==> src/rtl/tone_decoder.sv <==
// rtl/tone_decoder.sv - classifies a digital tone by rising-edge count per gate window
// Direction is committed only after CONFIRM consecutive windows agree on the same band.
module tone_decoder #(
  parameter int WINDOW  = 5_000_000,
  parameter int CONFIRM = 3,
  parameter int FWD_LO  = 90,
  parameter int FWD_HI  = 110,
  parameter int LFT_LO  = 180,
  parameter int LFT_HI  = 220,
  parameter int RGT_LO  = 270,
  parameter int RGT_HI  = 330,
  parameter int REV_LO  = 360,
  parameter int REV_HI  = 440,
  parameter int STP_LO  = 450,
  parameter int STP_HI  = 550
) (
  input  logic        clk,
  input  logic        rst,
  input  logic        enableToneDetection,
  input  logic        toneIn,
  output logic [2:0]  toneDir,
  output logic        measuring,
  output logic [15:0] lastCount
);

  localparam logic [2:0] TD_HOLD    = 3'd0;
  localparam logic [2:0] TD_FORWARD = 3'd1;
  localparam logic [2:0] TD_LEFT    = 3'd2;
  localparam logic [2:0] TD_RIGHT   = 3'd3;
  localparam logic [2:0] TD_REVERSE = 3'd4;
  localparam logic [2:0] TD_STOP    = 3'd5;

  localparam int WW = (WINDOW > 1) ? $clog2(WINDOW) : 1;
  localparam int CW = $clog2(CONFIRM + 1);
  localparam logic [WW-1:0] WIN_LAST    = WW'(WINDOW - 1);
  localparam logic [CW-1:0] CONF_TARGET = CW'(CONFIRM);

  typedef enum logic [1:0] {IDLE, MEASURE, DECIDED} state_t;

  state_t        state, stateNext;
  logic          sync1, sync2, syncPrev;
  logic          risingEdge;
  logic [WW-1:0] winCnt;
  logic [15:0]   edgeCnt;
  logic [15:0]   closeCount;
  logic [CW-1:0] confirm;
  logic [CW-1:0] nextConfirm;
  logic [2:0]    prevClass;
  logic [2:0]    cls;
  logic          windowClose;
  logic          decide;

  // TD_HOLD doubles as the "no band matched" class.
  function automatic logic [2:0] classify(input logic [15:0] c);
    int v;
    v = int'(c);
    if (v >= FWD_LO && v <= FWD_HI)      return TD_FORWARD;
    else if (v >= LFT_LO && v <= LFT_HI) return TD_LEFT;
    else if (v >= RGT_LO && v <= RGT_HI) return TD_RIGHT;
    else if (v >= REV_LO && v <= REV_HI) return TD_REVERSE;
    else if (v >= STP_LO && v <= STP_HI) return TD_STOP;
    else                                 return TD_HOLD;
  endfunction

  always_ff @(posedge clk or posedge rst) begin
    if (rst) begin
      sync1    <= 1'b0;
      sync2    <= 1'b0;
      syncPrev <= 1'b0;
    end else begin
      sync1    <= toneIn;
      sync2    <= sync1;
      syncPrev <= sync2;
    end
  end

  assign risingEdge  = sync2 & ~syncPrev;
  assign windowClose = (state == MEASURE) && enableToneDetection && (winCnt == WIN_LAST);
  // An edge landing on the closing cycle still belongs to the closing window.
  assign closeCount  = (risingEdge && edgeCnt != 16'hFFFF) ? edgeCnt + 16'd1 : edgeCnt;
  assign cls         = classify(closeCount);

  always_comb begin
    nextConfirm = '0;
    if (cls == TD_HOLD)
      nextConfirm = '0;
    else if (cls == prevClass)
      nextConfirm = confirm + 1'b1;
    else
      nextConfirm = CW'(1);
  end

  assign decide    = windowClose && (nextConfirm == CONF_TARGET);
  assign measuring = (state == MEASURE);

  always_ff @(posedge clk or posedge rst) begin
    if (rst) state <= IDLE;
    else     state <= stateNext;
  end

  always_comb begin
    stateNext = state;
    case (state)
      IDLE:    if (enableToneDetection) stateNext = MEASURE;
      MEASURE: begin
        if (!enableToneDetection) stateNext = IDLE;
        else if (decide)          stateNext = DECIDED;
      end
      DECIDED: if (!enableToneDetection) stateNext = IDLE;
      default: stateNext = IDLE;
    endcase
  end

  always_ff @(posedge clk or posedge rst) begin
    if (rst) begin
      winCnt    <= '0;
      edgeCnt   <= '0;
      confirm   <= '0;
      prevClass <= TD_HOLD;
      lastCount <= '0;
    end else if (state != MEASURE || !enableToneDetection) begin
      winCnt    <= '0;
      edgeCnt   <= '0;
      confirm   <= '0;
      prevClass <= TD_HOLD;
    end else if (windowClose) begin
      winCnt    <= '0;
      edgeCnt   <= '0;
      confirm   <= nextConfirm;
      prevClass <= cls;
      lastCount <= closeCount;
    end else begin
      winCnt <= winCnt + 1'b1;
      if (risingEdge && edgeCnt != 16'hFFFF)
        edgeCnt <= edgeCnt + 16'd1;
    end
  end

  always_ff @(posedge clk or posedge rst) begin
    if (rst)                       toneDir <= TD_HOLD;
    else if (!enableToneDetection) toneDir <= TD_HOLD;
    else if (decide)               toneDir <= cls;
  end

endmodule

==> config.mk <==
export PLATFORM = sky130hd
export DESIGN_NAME = tone_decoder
export DESIGN_NICKNAME = d
export VERILOG_FILES = /design/src/rtl/tone_decoder.sv
export SDC_FILE = /design/constraint.sdc
export NUM_CORES = 1
export LEC_CHECK = 0
export ABC_AREA = 1
export BUFFER_PORTS_ARGS = -buffer_cell sky130_fd_sc_hd__buf_2
export CAP_MARGIN = 5
export CORE_ASPECT_RATIO = 0.8
export CORE_UTILIZATION = 40
export DETAILED_ROUTE_END_ITERATION = 6
export SYNTH_ARGS = -nofsm -noshare
export SYNTH_HDL_FRONTEND = slang
export SYNTH_SLANG_ARGS = --single-unit
==> constraint.sdc <==
create_clock -name clk -period 5.5 [get_ports clk]
set_clock_uncertainty 0.15 [all_clocks]
set_input_delay 0.275 -clock clk [delete_from_list [all_inputs] [get_ports clk]]
set_output_delay 0.275 -clock clk [all_outputs]
set_load 0.05 [all_outputs]
# Word level (Yosys, flattened, before mapping)
# Index checks and enable logic that the tools add are counted.
[op_classes] addsub=3 order_cmp=10 n_eq_ne=11 muxes=23 n_bitwise=3 reduce_logical=16
[op_table] cell="16-bit by 9-bit greater-or-equal comparator with 1-bit output, second input constant" n=3
[op_table] cell="16-bit two-way mux" n=3
[op_table] cell="23-bit two-way mux" n=2
[op_table] cell="16-bit by 9-bit <= comparator with 1-bit output, second input constant" n=2
[op_table] cell="3-bit two-way mux" n=9
[op_table] cell="23-bit by 1-bit adder with 23-bit output, second input constant" n=1
[op_table] cell="23-bit equality test, second input constant" n=1
[op_table] cell="16-bit by 1-bit adder with 16-bit output, second input constant" n=1
[op_table] cell="16-bit by 7-bit greater-or-equal comparator with 1-bit output, second input constant" n=1
[op_table] cell="16-bit by 8-bit greater-or-equal comparator with 1-bit output, second input constant" n=1
[op_table] cell="16-bit by 10-bit <= comparator with 1-bit output, second input constant" n=1
[op_table] cell="16-bit by 7-bit <= comparator with 1-bit output, second input constant" n=1
[op_table] cell="16-bit by 8-bit <= comparator with 1-bit output, second input constant" n=1
[op_table] cell="2-bit two-way mux" n=8
[op_table] cell="16-bit != test, second input constant" n=1
[op_table] cell="1-bit logical AND" n=9
[op_table] cell="2-bit case mux with 3 select lines" n=1
[op_table] cell="2-bit equality test, second input constant" n=2
[op_table] cell="2-bit by 1-bit != test with 1-bit output, second input constant" n=2
[op_table] cell="2-bit != test, second input constant" n=2
[op_table] cell="3-bit equality test" n=1
[op_table] cell="3-bit zero test" n=1
[op_table] cell="3-bit by 2-bit != test with 1-bit output, second input constant" n=1
[op_table] cell="3-bit AND reduction" n=1
[op_table] cell="9 further kinds" n=10
[totals] register_bits=68 inputBits=4 out_inout_bits=20 wordCells=76

# Depth between registers and ports, before layout
# Gate-level depths: netlist of the first run.
[logic_depth] depth_word=19 depth_mapped=27 depth_no_buf=26

# Least setup slack after synthesis of the first run
# OpenSTA, ideal clock, no wires.
[synth_path] kind="flip-flop to flip-flop" from="reg edgeCnt[0]" to="reg toneDir[0]" setup_time_ns=0.120 arrival_time_ns=2.538 required_time_ns=5.230 path_slack_ns=2.692 stages_incl_launch_ff=25 n_path_buf=1 synth_period_minus_slack_ns=2.808 cell_sequence="dfrtp_1 ha_1 inv_1 nor2_4 nand2_2 nor2_1 nor2_1 buf_2 nand2_1 a21oi_2 nand2_2 nor2_4 nand2_1 nand2_1 nand2_1 nand2_2 nand2_2 nand2_1 nand2_1 inv_1 nand2_2 nor2_4 nand3_4 nand3_1 nand2_1"
[synth_between] elab_chain_len=16 word_cells_on_any_way=33 classes_between="1 x add/sub; 10 x order compare; 4 x eq/ne; 10 x mux; 8 x reduce/logical"
[synth_lines] item="start: declaration" line_no="44" rtl="logic [15:0] edgeCnt;"
[synth_lines] item="start signal: assignment" line_no="135" rtl="edgeCnt <= edgeCnt + 16'd1;"
[synth_lines] item="branches (longest 2 deep; another with 16-bit by 1-bit adder with 16-bit output)"
[synth_lines] item="16-bit two-way mux *"
[synth_lines] item="16-bit by 9-bit greater-or-equal comparator with 1-bit output / 16-bit by 10-bit <= comparator with 1-bit output (equally long branches)" line_no="61" rtl="else if (v >= STP_LO && v <= STP_HI) return TD_STOP;"
[synth_lines] item="1-bit logical AND" line_no="61"
[synth_lines] item="3-bit two-way mux" line_no="61"
[synth_lines] item="3-bit two-way mux" line_no="60" rtl="else if (v >= REV_LO && v <= REV_HI) return TD_REVERSE;"
[synth_lines] item="3-bit two-way mux" line_no="59" rtl="else if (v >= RGT_LO && v <= RGT_HI) return TD_RIGHT;"
[synth_lines] item="3-bit two-way mux" line_no="58" rtl="else if (v >= LFT_LO && v <= LFT_HI) return TD_LEFT;"
[synth_lines] item="3-bit two-way mux *" line_no="57" rtl="if (v >= FWD_LO && v <= FWD_HI) return TD_FORWARD;"
[synth_lines] item="3-bit equality test" line_no="87" rtl="else if (cls == prevClass)"
[synth_lines] item="2-bit two-way mux" line_no="87"
[synth_lines] item="2-bit two-way mux" line_no="85" rtl="if (cls == TD_HOLD)"
[synth_lines] item="2-bit equality test" line_no="93" rtl="assign decide = windowClose && (nextConfirm == CONF_TARGET);"
[synth_lines] item="1-bit logical AND" line_no="93"
[synth_lines] item="2-bit by 1-bit != test with 1-bit output (no source line)"
[synth_lines] item="end signal: assignment" line_no="142" rtl="else if (decide) toneDir <= cls;"
[synth_lines] item="end: declaration" line_no="21" rtl="output logic [2:0] toneDir,"
# Every way passes the cells marked *. The select of a mux whose other input is x is not followed.
# A chain may end at the register's enable or synchronous reset.

# Final worst setup path of the first run
[layout_path] from="reg edgeCnt[0]" to="reg toneDir[2]"
# Same word-level chain as after synthesis.

==> metrics.cfg, run 1 <==
[run_status]
run_status = finished clean

[cells_and_area]
fin_area_mm2 = 0.00478
syn_to_final_growth_pct = 13.2
drive_above_1_share = 0.143
antenna_cells = 0
layout.nets = 632

[logic_synthesis]
ys_warn_count = 0
muxShareOfSynthArea = 0
syn_area_mm2 = 0.00422
yosysUniqueCellTypes = 39
synthSimpleGateAreaFrac = 0.415
syn_inst = 599
async_reset_ff_frac = 1.00
yosys-top-cells-count = nand2_1, nor2_1, inv_1
synth_top_family_by_area = simple AND/OR/NAND/NOR gates
synth_compound_area_frac = 0.0697
avgSynthCellArea_um2 = 7.05
yosysSeqAreaShare = 0.403
synth_ff_type = dfrtp_1
yosysTopAreaCell = dfrtp_1
synth.area.top_cells = dfrtp_1, nand2_1, nor2_1, inv_1, nand3_1
synth_edf_count = 0
ys_seq_elements = 68
synthAdderAreaFrac = 0.00593
synth_most_common_cell = nand2_1
synth-xor-area-share = 0.0249
synth_fp_nets = 605
synth_top_cell_area_share = 0.403

[timing]
final_hold_viol_count = 0
clock.fmax_ghz = 0.304
setup_viol = 0
timing.final.crit_period_ns = 3.29
tightest_slew_ns = 0.867
rsz0062_at_grt = false
holdWs_ns = 0.0473
layout_setup_ws_ns = 2.21
slew_viol_final = 0
period_share = 0.599
setup_tns_ns = 0
maxSlewHeadroom = 0.422

[clock_tree]
post_cts_buffers = 0
cts_sinks = 68
cts_tree = done
h-tree-depth = 3
clk_transition_reported_paths_ns = 0.06
clockBufferDepth = 2
numCtsBuffers = 9
root_buffer = clkbuf_16
clk_latency_ns = 0.34

[grt]
grt_max_degree = 69
grt-ovfl-total = 0
grt_usage = 0.214
grt_pass1_wl_um = 17800
antenna_found_initial = 0
grt_pass1_vias = 3686

[drt]
wirelength_um = 10300
vias = 3801
first_iter_violations = 241
routedWlPerCell_um = 13.3
first_pass_iters = 5
dr_wl_met3_um = 492
highest_layer = met4
drt-vias-per-instance = 4.93
wl_met1_um = 5330
drc = 0
wl_met2_um = 4310
ant_nets = 0

[place]
dp_slack_ns = 2.26
place.gp.congestion = 0.937
io_buffers = 23
placed_area_mm2 = 0.00447
hpwlAfterDp_um = 7450

[critical_path]
end_kind = register
worstPathRequired_ns = 5.57
rr_endpoint = toneDir[2]
setup.worst_path.start_class = register
reg2reg_slack_ns = 2.21
critPathMaxFanout = 20
r2r_start = edgeCnt[0]
critPathKind = register to register
crit_start = edgeCnt[0]
r2r_cells = 24
critPathArrivalTime_ns = 3.37

[floorplan]
io_pins = 24
die_w_um = 117
start_util = 0.412
fp.dieH_um = 93.9
die_area_mm2 = 0.0110
std_cell_rows = 33
core_area_mm2 = 0.0102

[power_and_ir_drop]
leakage_nw = 2.30
power_w = 0.00121
worst_ir_drop_vdd_v = 0.000170
p_per_area_mw_per_mm2 = 252

[hold_path]
hold_class = primary input to asynchronous set/reset pin

[run]
max-cap-violations = 0

## repair_timing
item / 4_1_cts / 5_1_grt
hold buffers: 1 / 0
gates resized for setup: 0 / 0
hold endpoints to repair: 1 / 0
## kinds of logic after synthesis
logic type	Yosys count
AOI/OAI and AO/OA	52
xor gates and xnor gates	12
adders and majority gates	2
buffers and inverters	85
DFF	68
and+or+nand+nor	380
## worst max-delay path: stages, from the launching register on
cell     delay (ns)
dfrtp_1        0.42
ha_1           0.28
inv_1          0.13
nor2_4         0.06
nand2_2        0.07
nor2_1         0.04
nor2_1         0.08
buf_4          0.26
nand2_1        0.10
nand2_2        0.14
inv_2          0.05
nor2_1         0.13
nand3_1        0.10
nor2_1         0.20
nand3_1        0.11
nand2_1        0.12
nand2_4        0.08
nand2_2        0.08
nand2_1        0.05
nand2_1        0.06
nand2_2        0.06
nor2_4         0.16
nand3_4        0.11
nand3_1        0.08
nand2_1        0.05
## per-stage QoR
| stage | utilization | instances |
|---|---|---|
| 4_1_cts | 0.467 | 771 |
| 6_report | 0.467 | 771 |
| 3_3_place_gp | 0.436 | 754 |
| 2_1_floorplan | - | 599 |
| 3_5_place_dp | 0.436 | 754 |
| 5_1_grt | 0.467 | 771 |
## worst max-delay path by stage
stage | end | slack (ns)
6_report | toneDir[2] | 2.21
5_1_grt | toneDir[2] | 1.81
3_5_place_dp | toneDir[2] | 2.26
4_1_cts | toneDir[2] | 2.23
3_3_place_gp | toneDir[1] | 2.32
2_1_floorplan | toneDir[0] | 2.69
## power by group
group / leakage [nW] / switching, W / internal [W]
Clock: 0.138 / 0.000232 / 0.000352
Sequential: 0.938 / 0.00000439 / 0.000504
Combinational: 1.22 / 0.0000833 / 0.0000292
## placed cells by master (no fill, tap or decap), types with 2 or more instances in the layout
cell type	synthesis	layout
nor2_2	6	6
nor2_1	85	85
nand3_1	48	48
o21ai_2	2	2
nand2_2	17	17
ha_1	2	2
o21ai_0	27	27
clkinvlp_4	0	3
buf_2	1	23
xor2_1	8	8
nand2_1	176	176
nor3_1	5	5
nand3_2	2	2
inv_1	70	69
clkbuf_16	0	9
xnor2_1	4	4
nor2_4	7	7
dfrtp_1	68	68
nor4_1	9	9
nand2_4	4	4
nand4_1	15	15
o21ai_1	6	6
buf_4	0	3
a21oi_1	11	11
inv_2	3	4
## registers in the layout (all words and copies together), names as in the netlist
signal	count
winCnt	23
sync1	1
lastCount	16
prevClass	3
sync2	1
syncPrev	1
toneDir	3
state	2
confirm	2
edgeCnt	16
## layer usage
layer | track usage | up-vias
met3 | 0.0426 | 12
met1 | 0.313 | 1745
met5 | 0 | -
met4 | 0.0728 | 0
li1 | - | 1957
met2 | 0.311 | 87
## layout make-up
type	count	area, um2
Fill cell	1066	5460
Multi-Input combinational cell	446	2180
Sequential cell	68	1700
Inverter	74	278
Clock buffer	9	225
Tap cell	140	175
Timing Repair Buffer	27	148
Clock inverter	7	75.1
No activity file was read; power rests on OpenSTA's default activity.
==> run 2, diff against run 1 <==
clock period = 3.4 ns   (was 5.5 ns; I/O delays follow)
==> metrics.cfg, run 2 (synthesized netlist as in run 1, its figures left out) <==
[clock_tree]
clk_transition_reported_paths_ns = 0.06  ; about the same
clockBufferDepth = 2  ; unchanged
cts_tree = done
cts_sinks = 68  ; unchanged
numCtsBuffers = 9  ; unchanged
h-tree-depth = 3  ; unchanged
clk_latency_ns = 0.33  ; about the same
root_buffer = clkbuf_16

[power_and_ir_drop]
p_sw_w = 0.000484  ; +52%
leakage_nw = 2.34  ; +2.0%
p_per_area_mw_per_mm2 = 402  ; +59%
switching_share = 0.248  ; -0.0172
combPwrFrac = 0.098  ; +0.005
clkPwrFrac = 0.481  ; -0.003
internal_power_w = 0.00147  ; +66%
worst_ir_drop_vdd_v = 0.000190  ; +12%
power_frac_seq = 0.422  ; about the same

[place]
dpl.cell_count = 757  ; +0.40%
place.gp.congestion = 0.943  ; +0.66%
io_buffers = 23  ; unchanged
placed_area_mm2 = 0.00449  ; +0.50%
hpwlAfterDp_um = 7670  ; +3.0%
dp_slack_ns = 0.114  ; -2.15 ns

[timing]
slew_viol_final = 0  ; unchanged
holdWs_ns = 0.199  ; +0.152 ns
setup_tns_ns = 0  ; unchanged
period_share = 0.920  ; +0.321
setup_viol = 0  ; unchanged
tightest_slew_ns = 0.643  ; -0.224 ns
final_hold_viol_count = 0  ; unchanged
clock.fmax_ghz = 0.320  ; +5.3%
maxSlewHeadroom = 0.567  ; +0.145
timing.final.crit_period_ns = 3.13  ; -0.166 ns
layout_setup_ws_ns = 0.272  ; -1.93 ns

[drt]
drt-vias-per-instance = 4.93  ; about the same
ant_nets = 0  ; unchanged
wirelength_um = 10400  ; +1.2%
first_iter_violations = 218  ; -9.5%
vias = 3837  ; +0.95%
first_pass_iters = 5  ; unchanged
routedWlPerCell_um = 13.4  ; +0.28%
drc = 0  ; unchanged

[cells_and_area]
layout_common_cells = nand2_1, nor2_1, inv_1, dfrtp_1, nand3_1
fin_area_mm2 = 0.00487  ; +1.8%
n_fill_cell = 1090  ; +2.3%
final_common_cell = nand2_1
seq_area_mm2 = 0.00171  ; +0.22%
instances_no_fill = 778  ; +0.91%
multi_input_area_mm2 = 0.00220  ; +0.92%
drive_above_1_share = 0.155  ; +0.0125
largest_reg_flops = 23  ; unchanged
syn_to_final_growth_pct = 15.3
largest-register = winCnt
reg_top3 = winCnt x23, edgeCnt x16, lastCount x16
antenna_cells = 0  ; unchanged
layout.nets = 641  ; +1.4%

[run_status]
run_status = finished clean

[critical_path]
critPathKind = register to register
cp_cell_sequence = ha_4 -> inv_1 -> nor2_4 -> nand2_2 -> nor2_1 -> nor2_1 -> buf_4 -> nand2_1 -> o21ai_4 -> nand2_1 -> nor2_1 -> nand3_1 -> nand3_1 -> nand3_2 -> nand2_2 -> nand2_1 -> nand2_1 -> inv_1 -> nand2_2 -> nor2_4 -> buf_4 -> a22o_1
critPathMaxFanout = 13  ; -35%
crit_start = edgeCnt[1]
worstPathRequired_ns = 3.46  ; -2.11 ns
critPathArrivalTime_ns = 3.19  ; -0.18 ns
crit_top_cell = nand2_1
end_kind = register
setup.worst_path.start_class = register
cp_slowest_cell = dfrtp_2
cpPeakStageDelay_ns = 0.44  ; +0.02 ns
r2r_start = edgeCnt[1]

[hold_path]
hold_class = register to register
hp-start = sync1

[grt]
antenna_found_initial = 0  ; unchanged
grt_usage = 0.212  ; -0.00219
grt_pass1_vias = 3572  ; -3.1%
grt-ovfl-total = 0  ; unchanged
grt_pass1_wl_um = 17700  ; -0.89%
grt_max_degree = 33  ; -52%

[floorplan]
die_w_um = 117  ; unchanged
core_area_mm2 = 0.0102  ; unchanged
io_pins = 24  ; unchanged
fp.dieH_um = 93.9  ; unchanged
std_cell_rows = 33  ; unchanged
start_util = 0.412  ; unchanged
die_area_mm2 = 0.0110  ; unchanged

[run]
max-cap-violations = 0  ; unchanged

run 2: changes by cell type in the layout (fill, tap and decap cells not counted), sizes merged:
cell         delta
buf             +7
clkbuf          +3
clkinvlp        -3
dlygate4sd3     +2
clkinv          -1
inv             -1
run 2: routing by layer:
layer  wire (um)  part of all wire  global-route usage  vias to the layer above
met3         596             0.057              0.0445                       13
li1            -                 -                   -                     1968
met5           0                 0                   0                        -
met4         139             0.013              0.0633                        0
met1        5230              0.50               0.312                     1760
met2        4420              0.43               0.308                       96
run 2: final cells by class:
class,instances,share of cell area
sequential,68,0.350
clock inverter,2,0.00720
inverter,74,0.0571
tap,140,0.0360
multi-input combinational,446,0.451
clock buffer,12,0.0527
timing repair buffer,36,0.0453
run 2: worst max-delay path: cells and delay by family (launching register included):
kind / cells / cell delay, ns
AOI/OAI and AO/OA: 2 / 0.32
adders and majority gates: 1 / 0.19
buffers and inverters: 4 / 0.50
DFF: 1 / 0.44
and+or+nand+nor: 15 / 1.40
run 2: per-stage QoR:
step	util	power (W)
after floorplan	-	0.000978
after global placement	0.439	0.00102
after detailed placement	0.439	0.00102
after CTS	0.470	0.00197
after global routing	0.475	0.00203
final	0.475	0.00195
run 2: power by group through the flow:
stage	combinational, W	sequential [W]	clock, W
global route	0.000215	0.000824	0.000991
finish	0.000191	0.000824	0.000939
floorplan	0.000142	0.000836	0
CTS	0.000185	0.000823	0.000962
global placement	0.000181	0.000837	0
detailed placement	0.000182	0.000838	0
run 2: worst paths after layout:
path | endpoint | slack, ns | cells past startpoint
setup reg to reg | confirm[1] | 0.27 | 22
max in group asynchronous | edgeCnt[4] | 2.04 | 4
setup / recovery | confirm[1] | 0.27 | 22
hold reg to reg | sync2 | 0.20 | 0
hold / removal | sync2 | 0.20 | 0
min in group asynchronous | edgeCnt[15] | 0.33 | 3
run 2: repair_timing:
item	4_1_cts	5_1_grt
setup buffers	0	4
hold buffers	3	0
resized for setup	0	7
hold endpoints to repair	33	0
setup endpoints to repair	0	7
